## src/rtl/bound_xor_monitor.sv

```systemverilog
// bound_xor_monitor
// Checker meant to be bound onto a target whose output should equal a ^ b.
// Each lane recomputes a ^ b. The result goes through a LATENCY-deep delay
// line so it lines up with the target's pipeline. It is then compared with the
// observed output c. The checker reports per-lane mismatch pulses, a
// saturating error-event count, a sticky error flag and the lowest failing
// lane of the first error event.
//
// Optional build macro: BOUND_XOR_MON_FREEZE_EN
//   When defined, the checker stops counting and masks mismatch pulses once
//   sticky_err has set. Everything stays frozen at the first failure until
//   clear or rst.
//
// Handshake: en is a valid-only qualifier with no ready. Every cycle with en=1
// is taken into the delay line, and that sample is compared LATENCY cycles
// later. A cycle with en=0 is a bubble that travels down the line and
// produces no compare. There is no back-pressure.
module bound_xor_monitor #(
  parameter int WIDTH   = 1,
  parameter int LANES   = 1,
  parameter int LATENCY = 1,   // legal range 0..7, 0 = combinational target
  parameter int CNT_W   = 8,
  localparam int DW     = LANES * WIDTH,
  localparam int FL_W   = (LANES > 1) ? $clog2(LANES) : 1
) (
  input  logic              clk,
  input  logic              rst,
  input  logic              en,
  input  logic              clear,
  input  logic [DW-1:0]     a,
  input  logic [DW-1:0]     b,
  input  logic [DW-1:0]     c,
  output logic [DW-1:0]     exp_c,
  output logic [LANES-1:0]  mismatch,
  output logic [CNT_W-1:0]  err_count,
  output logic              sticky_err,
  output logic [FL_W-1:0]   first_lane
);

`ifdef BOUND_XOR_MON_FREEZE_EN
  localparam bit FREEZE = 1'b1;
`else
  localparam bit FREEZE = 1'b0;
`endif

  // Expected value and its valid flag at the moment of comparison.
  logic [DW-1:0] cmp_data;
  logic          cmp_valid;

  generate
    if (LATENCY == 0) begin : g_comb
      // The target is combinational, so it is compared in the same cycle as
      // the sample.
      assign cmp_data  = a ^ b;
      assign cmp_valid = en;
    end else begin : g_pipe
      logic [DW-1:0]      pipe_data [LATENCY];
      logic [LATENCY-1:0] pipe_valid;

      // The delay line: stage 0 captures {en, a^b} and later stages shift the pair forward.
      always_ff @(posedge clk) begin
        if (rst) begin
          for (int s = 0; s < LATENCY; s++) begin
            pipe_data[s] <= '0;
          end
          pipe_valid <= '0;
        end else begin
          pipe_data[0]  <= a ^ b;
          pipe_valid[0] <= en;
          for (int s = 1; s < LATENCY; s++) begin
            pipe_data[s]  <= pipe_data[s-1];
            pipe_valid[s] <= pipe_valid[s-1];
          end
        end
      end

      assign cmp_data  = pipe_data[LATENCY-1];
      assign cmp_valid = pipe_valid[LATENCY-1];
    end
  endgenerate

  assign exp_c = cmp_data;

  // Raw per-lane inequality. It is meaningful only when cmp_valid is high.
  logic [LANES-1:0] lane_diff;

  // Compare each lane on its own. No carry crosses a lane boundary.
  always_comb begin
    lane_diff = '0;
    for (int i = 0; i < LANES; i++) begin
      lane_diff[i] = (c[i*WIDTH +: WIDTH] != cmp_data[i*WIDTH +: WIDTH]);
    end
  end

  // In freeze builds, further hits are masked once the first error is held.
  logic             frozen;
  logic [LANES-1:0] hit;
  logic             any_hit;

  assign frozen  = FREEZE && sticky_err;
  assign hit     = (cmp_valid && !frozen) ? lane_diff : '0;
  assign any_hit = |hit;

  // Priority pick of the lowest failing lane. With one lane it is always 0.
  logic [FL_W-1:0] low_lane;

  // Scan from the top down so the lowest set bit is the one that remains.
  always_comb begin
    low_lane = '0;
    for (int i = LANES - 1; i >= 0; i--) begin
      if (hit[i]) begin
        low_lane = FL_W'(i);
      end
    end
  end

  // Register the mismatch vector so the pulse follows the compare cycle by one.
  // clear does not suppress the pulse.
  always_ff @(posedge clk) begin
    if (rst) begin
      mismatch <= '0;
    end else begin
      mismatch <= hit;
    end
  end

  // Error bookkeeping. clear beats a simultaneous hit. The counter saturates
  // instead of wrapping.
  always_ff @(posedge clk) begin
    if (rst || clear) begin
      err_count  <= '0;
      sticky_err <= 1'b0;
      first_lane <= '0;
    end else if (any_hit) begin
      if (err_count != {CNT_W{1'b1}}) begin
        err_count <= err_count + CNT_W'(1);
      end
      if (!sticky_err) begin
        sticky_err <= 1'b1;
        first_lane <= low_lane;
      end
    end
  end

endmodule
```

## config.mk

```make
export PLATFORM = sky130hd
export DESIGN_NAME = bound_xor_monitor
export DESIGN_NICKNAME = d
export VERILOG_FILES = /design/src/rtl/bound_xor_monitor.sv
export SDC_FILE = /design/constraint.sdc
export NUM_CORES = 1
export LEC_CHECK = 0
export CAP_MARGIN = 10
export CORE_AREA = 2 2 39 41
export DETAILED_ROUTE_END_ITERATION = 10
export DIE_AREA = 0 0 41 43
export HOLD_SLACK_MARGIN = 0.08
export PLACE_DENSITY = 0.74
export SYNTH_ARGS = -nofsm -noshare
export SYNTH_HDL_FRONTEND = slang
export SYNTH_SLANG_ARGS = --single-unit
```

## constraint.sdc

```tcl
create_clock -name clk -period 3.4 [get_ports clk]
set_clock_uncertainty 0.15 [all_clocks]
set_input_delay 0.51 -clock clk [delete_from_list [all_inputs] [get_ports clk]]
set_output_delay 0.51 -clock clk [all_outputs]
set_load 0.02 [all_outputs]
```

**After elaboration in Yosys (flattened, before gate mapping)**

Memory sizes are Yosys's and may differ from the RTL's.
Cells that the tools add are included.

- Shift-type cells: 0
- $lt $le $gt $ge: 0
- Multiplexer cells: 6
- Multipliers: 0
- Reduce and logical (&&, ||, !) cells: 3
- $add $sub $neg: 1
- Div/mod/pow operators: 0
- Bitwise gates (word level): 1
- Equality and inequality tests: 2

Operators by type and width:

| operator | number |
|---|---|
| $add A8 B1 Y8 const B | 1 |
| $ne A8 B8 Y1 const B | 1 |
| $mux W1 | 6 |
| $reduce_and A2 Y1 | 1 |
| $logic_or A1 B1 Y1 | 1 |
| $ne A1 B1 Y1 | 1 |
| $reduce_or A1 Y1 | 1 |
| $xor A1 B1 Y1 | 1 |

- Input port bits: 7
- Bits in registers: 11
- Memory bits (writable): 1
- Memories: 1
- Bits in read-only memories: 0
- Logic and storage cells: 18
- Output and inout port bits: 12
- Bits in latches: 0

Memories:

| memory | depth | bits a word | read ports | clocked after memory_dff | write ports | line | source |
|---|---|---|---|---|---|---|---|
| g_pipe.pipe_data | 1 | 1 | 1 | 0 | 1 | 57 | `logic [DW-1:0] pipe_data [LATENCY];` |

**Longest topological paths before layout**

An unclocked memory read counts as a cell.

- Depth after elaboration: 4
- Gate-level depth with buffers: 5
- Gate-level depth less buffers: 5

**Worst setup path before layout**

Ideal clock, no wire load.

- Kind: register to register
- Start point: reg err_count[0]
- End point: reg err_count[1]
- Cell stages (with the launch flop): 6
- Required time: 3123 ps
- Slack: 1723 ps
- Path buffers: 0
- Arrival time: 1399 ps
- Library setup time: 127 ps
- Period minus slack after synthesis: 1677 ps
- Path through: dfxtp_1 ha_1 nand4_1 o211ai_1 mux2i_1 nor2_1

- Cells in the longest elaborated chain, start to end: 2
- Elaborated cells on any way between the ends: 3
- Classes of those cells: 1 x add/sub; 1 x eq/ne; 1 x reduce/logical

RTL lines:

| element | line | source |
|---|---|---|
| start, declared | 35 | `output logic [CNT_W-1:0] err_count,` |
| start signal, assigned | 136 | `err_count <= err_count + CNT_W'(1);` |
| parallel branches: the longest is 2 deep, another holds $add A8 B1 Y8 | -- |  |

Parallel ways; which one is timed is not known.
A chain may end at the register's enable or synchronous reset.

**Worst setup path after layout**

- Start point: reg err_count[2]
- End point: out err_count[2]

No word-level cell between the ends.

==> metrics.md <==
| Metric | Value |
|---|---|
| Row Count | 14 |
| Hold Violations, Final | 0 |
| Max clock buf depth | 2 |
| Leakage Power | 0.292 nW |
| Clock Latency Late Sink | 0.28 ns |
| Pwr per Cell Area | 344 nW/um^2 |
| Signal arrival time at the worst endpoint | 1.33 ns |
| Core region area | 1380 sq um |
| Cell class contributing the biggest share of worst-path delay | buffers and inverters |
| Leftover overflow at the end of global routing | 0 |
| Vias | 488 |
| Count of final max-slew check failures | 0 |
| Peak ir drop on the vdd network | 0.000225 V |
| Net switching component of the power | 60.7 uW |
| Number of antenna violations at the first check in global routing | 0 |
| Pin count of the biggest net entering global routing | 10 |
| Setup Total Neg Slack | 0 ns |
| Sequential share of power | a little under three fifths |
| Clk Tree Root Cell | clkbuf_4 |
| GP Congestion | 0.803 |
| Net count after synthesis | approximately 70 |
| Cells along the critical path | clkdlybuf4s50_1 |
| Crit path capture type | output port |
| Hold-fix buffers, CTS | 0 |
| Count of antenna diodes in the layout | 0 |
| Mean number of vias per cell | 5.25 |
| Final Routed Wirelength | ~1 mm |
| Crit-path max cell delay | 0.64 ns |
| Post-cts repair resize count | 0 |
| Vert. Die Dim | 43 microns |
| Sequential cell area fraction in the yosys report | between 40% and 50% |
| Number of register bits inferred by synthesis | 12 |
| Per-instance average area after synthesis | just over 9 sq um |
| Setup repair after global routing missed its margin | no |
| Placed wire-length estimate | 779 microns |
| CP Data Required Time | 2.74 ns |
| Category of the critical setup timing path | reg2out |
| Global-route wire length before repair | between 1.5 and 2 mm |
| Number of sinks on the clock net | 12 |
| Vias in the first global route | 426 |
| Die Width | 41 microns |
| Total track usage | 15.2% |
| Final period demand of the worst path | 1.99 ns |
| CTS tree | done |
| Maximum clock rate | 0.501 GHz |
| Number of port buffers | 17 |
| Kind of start point of the critical path | flop |
| Cell area after technology mapping | 554 sq um |
| Number of endpoints failing setup at the final stage | 0 |
| Boundary pin count | 19 |
| Post-synth EDFFs | 0 |
| Leading register cell type out of synthesis | dfxtp_1 |
| Critical path peak fanout | 7 |
| Hold/Removal Path Class | reg2reg |
| Leading cell types in the layout, fill and taps excluded | clkdlybuf4s50_1, dfxtp_1, nor2_1 |
| Total area of multi-input combinational cells | 299 sq um |
| Count of cell types in the netlist | 25 |
| Average wire length per cell after detail routing | approximately 11 microns |
| Final standard cell utilization of the core | a little over half |
| Count of filler cells inserted in the layout | 127 |
| Total buffers and inverters traversed by the critical path | 1 |
| DRT iter0 DRCs | 13 |
| Residual DRC count | 0 |
| Post-layout nets | 87 |
| Number of nets with antenna violations after routing | 0 |
| Area growth from synthesis to final layout | 35.7% |
| Die ar. | roughly 1800 sq um |
| Share of post-route cells with drive strength above 1 | 9.09% |
| Mapped Cells | 60 |
| Switching power as a share of total power | 23.4% |
| H-tree level count | 1 |
| Result of the run | complete, no violations |
| Maximum Capacitance Violations | 0 |
| Proportion of power drawn by the clock network | 33.2% |
| # Post-CTS Setup Buffers | 0 |
| Initial cell density of the core | 40.1% |
| Async S/R FF share, synth | 0% |
| Most common cell after layout, fill and taps aside | clkdlybuf4s50_1 |
| Length of the first detailed-routing pass in iterations | 4 |
| Number of warnings reported in the yosys synthesis log | 0 |
| Comb pwr share | 10.3% |
| Clk pin slew, worst setup/hold paths | 0.07 ns |
| Slowest stage cell on the critical path | clkdlybuf4s50_1 |
| Cell Int Power | 198 uW |
| Final period util | 58.7% |
| Sequential Area | between 200 and 250 sq um |
| Number of buffers inserted during clock tree synthesis | 3 |
## synth_stat cells (2+ instances only)
master	number	share of area, %
nand3_1	3	2.7
clkbuf_1	2	1.4
and4_1	2	3.2
and3_1	2	2.3
nand4_1	2	2.3
xor2_1	2	3.2
o21ai_0	2	1.8
nand2_1	3	2.0
dfxtp_1	12	43
mux2i_1	5	9.0
nor2_1	11	7.4
## registers in the layout, summed over array words and instances (netlist names)
signal and cells:
err_count 8, cmp_valid 1, g_pipe.pipe_data 1, mismatch 1
sticky_err 1
## cell type report
cell class              instances  area share, %
clock buffers                   3           3.00
multi-input cells              45           39.8
flip-flops and latches         12           31.9
well taps                      16           2.66
repair buffers                 17           22.6
## power by group through the flow
| stage | Clock (mW) | Combinational (mW) | Sequential, mW |
|---|---|---|---|
| after CTS | 0.0893 | 0.0269 | 0.146 |
| after global placement | 0 | 0.0267 | 0.149 |
| after global routing | 0.0923 | 0.0295 | 0.147 |
| after detailed placement | 0 | 0.0269 | 0.150 |
| after floorplan | 0 | 0.0131 | 0.151 |
| final | 0.0860 | 0.0267 | 0.146 |
## through the flow
stage | total power, mW | instances | setup slack, ns | hold slack [ns] | cell area (sq um)
floorplan | 0.164 | 60 | 1.72 | 0.420 | 554
global placement | 0.176 | 90 | 1.29 | 0.313 | 729
detailed placement | 0.176 | 90 | 1.22 | 0.321 | 729
CTS | 0.263 | 93 | 1.39 | 0.341 | 752
global route | 0.269 | 93 | 1.35 | 0.374 | 752
finish | 0.259 | 93 | 1.41 | 0.332 | 752
## logic make-up (layout without fill, tap and decap cells)
logic type / Yosys count / after routing / synth area share, %
AO/OA/AOI/OAI: 7 / 7 / 9.03
AND/OR/NAND/NOR: 27 / 27 / 25.3
other: 1 / 1 / 0.677
buffers and inverters: 3 / 20 / 2.71
adder cells (fa/ha/maj): 1 / 1 / 2.26
flip-flops: 12 / 12 / 43.3
multiplexers: 5 / 5 / 9.03
XOR/XNOR: 4 / 4 / 7.68
## routing by layer
metal | track usage, % | up-vias | routed length [microns]
met5 | 0 | - | 0
met4 | 10.0 | 0 | 31
met3 | 4.71 | 3 | 83
met2 | 20.9 | 23 | 466
met1 | 19.5 | 216 | 429
li1 | - | 246 | -
## path summary, 6_finish.rpt
kind,startpoint,endpoint,slack (ns),cells past startpoint
max,err_count[2],err_count[2],1.41,1
min,sticky_err,sticky_err,0.33,2
max reg2reg,err_count[0],err_count[1],1.73,5
min reg2reg,sticky_err,sticky_err,0.33,2
(Power assumes the default switching activity.)
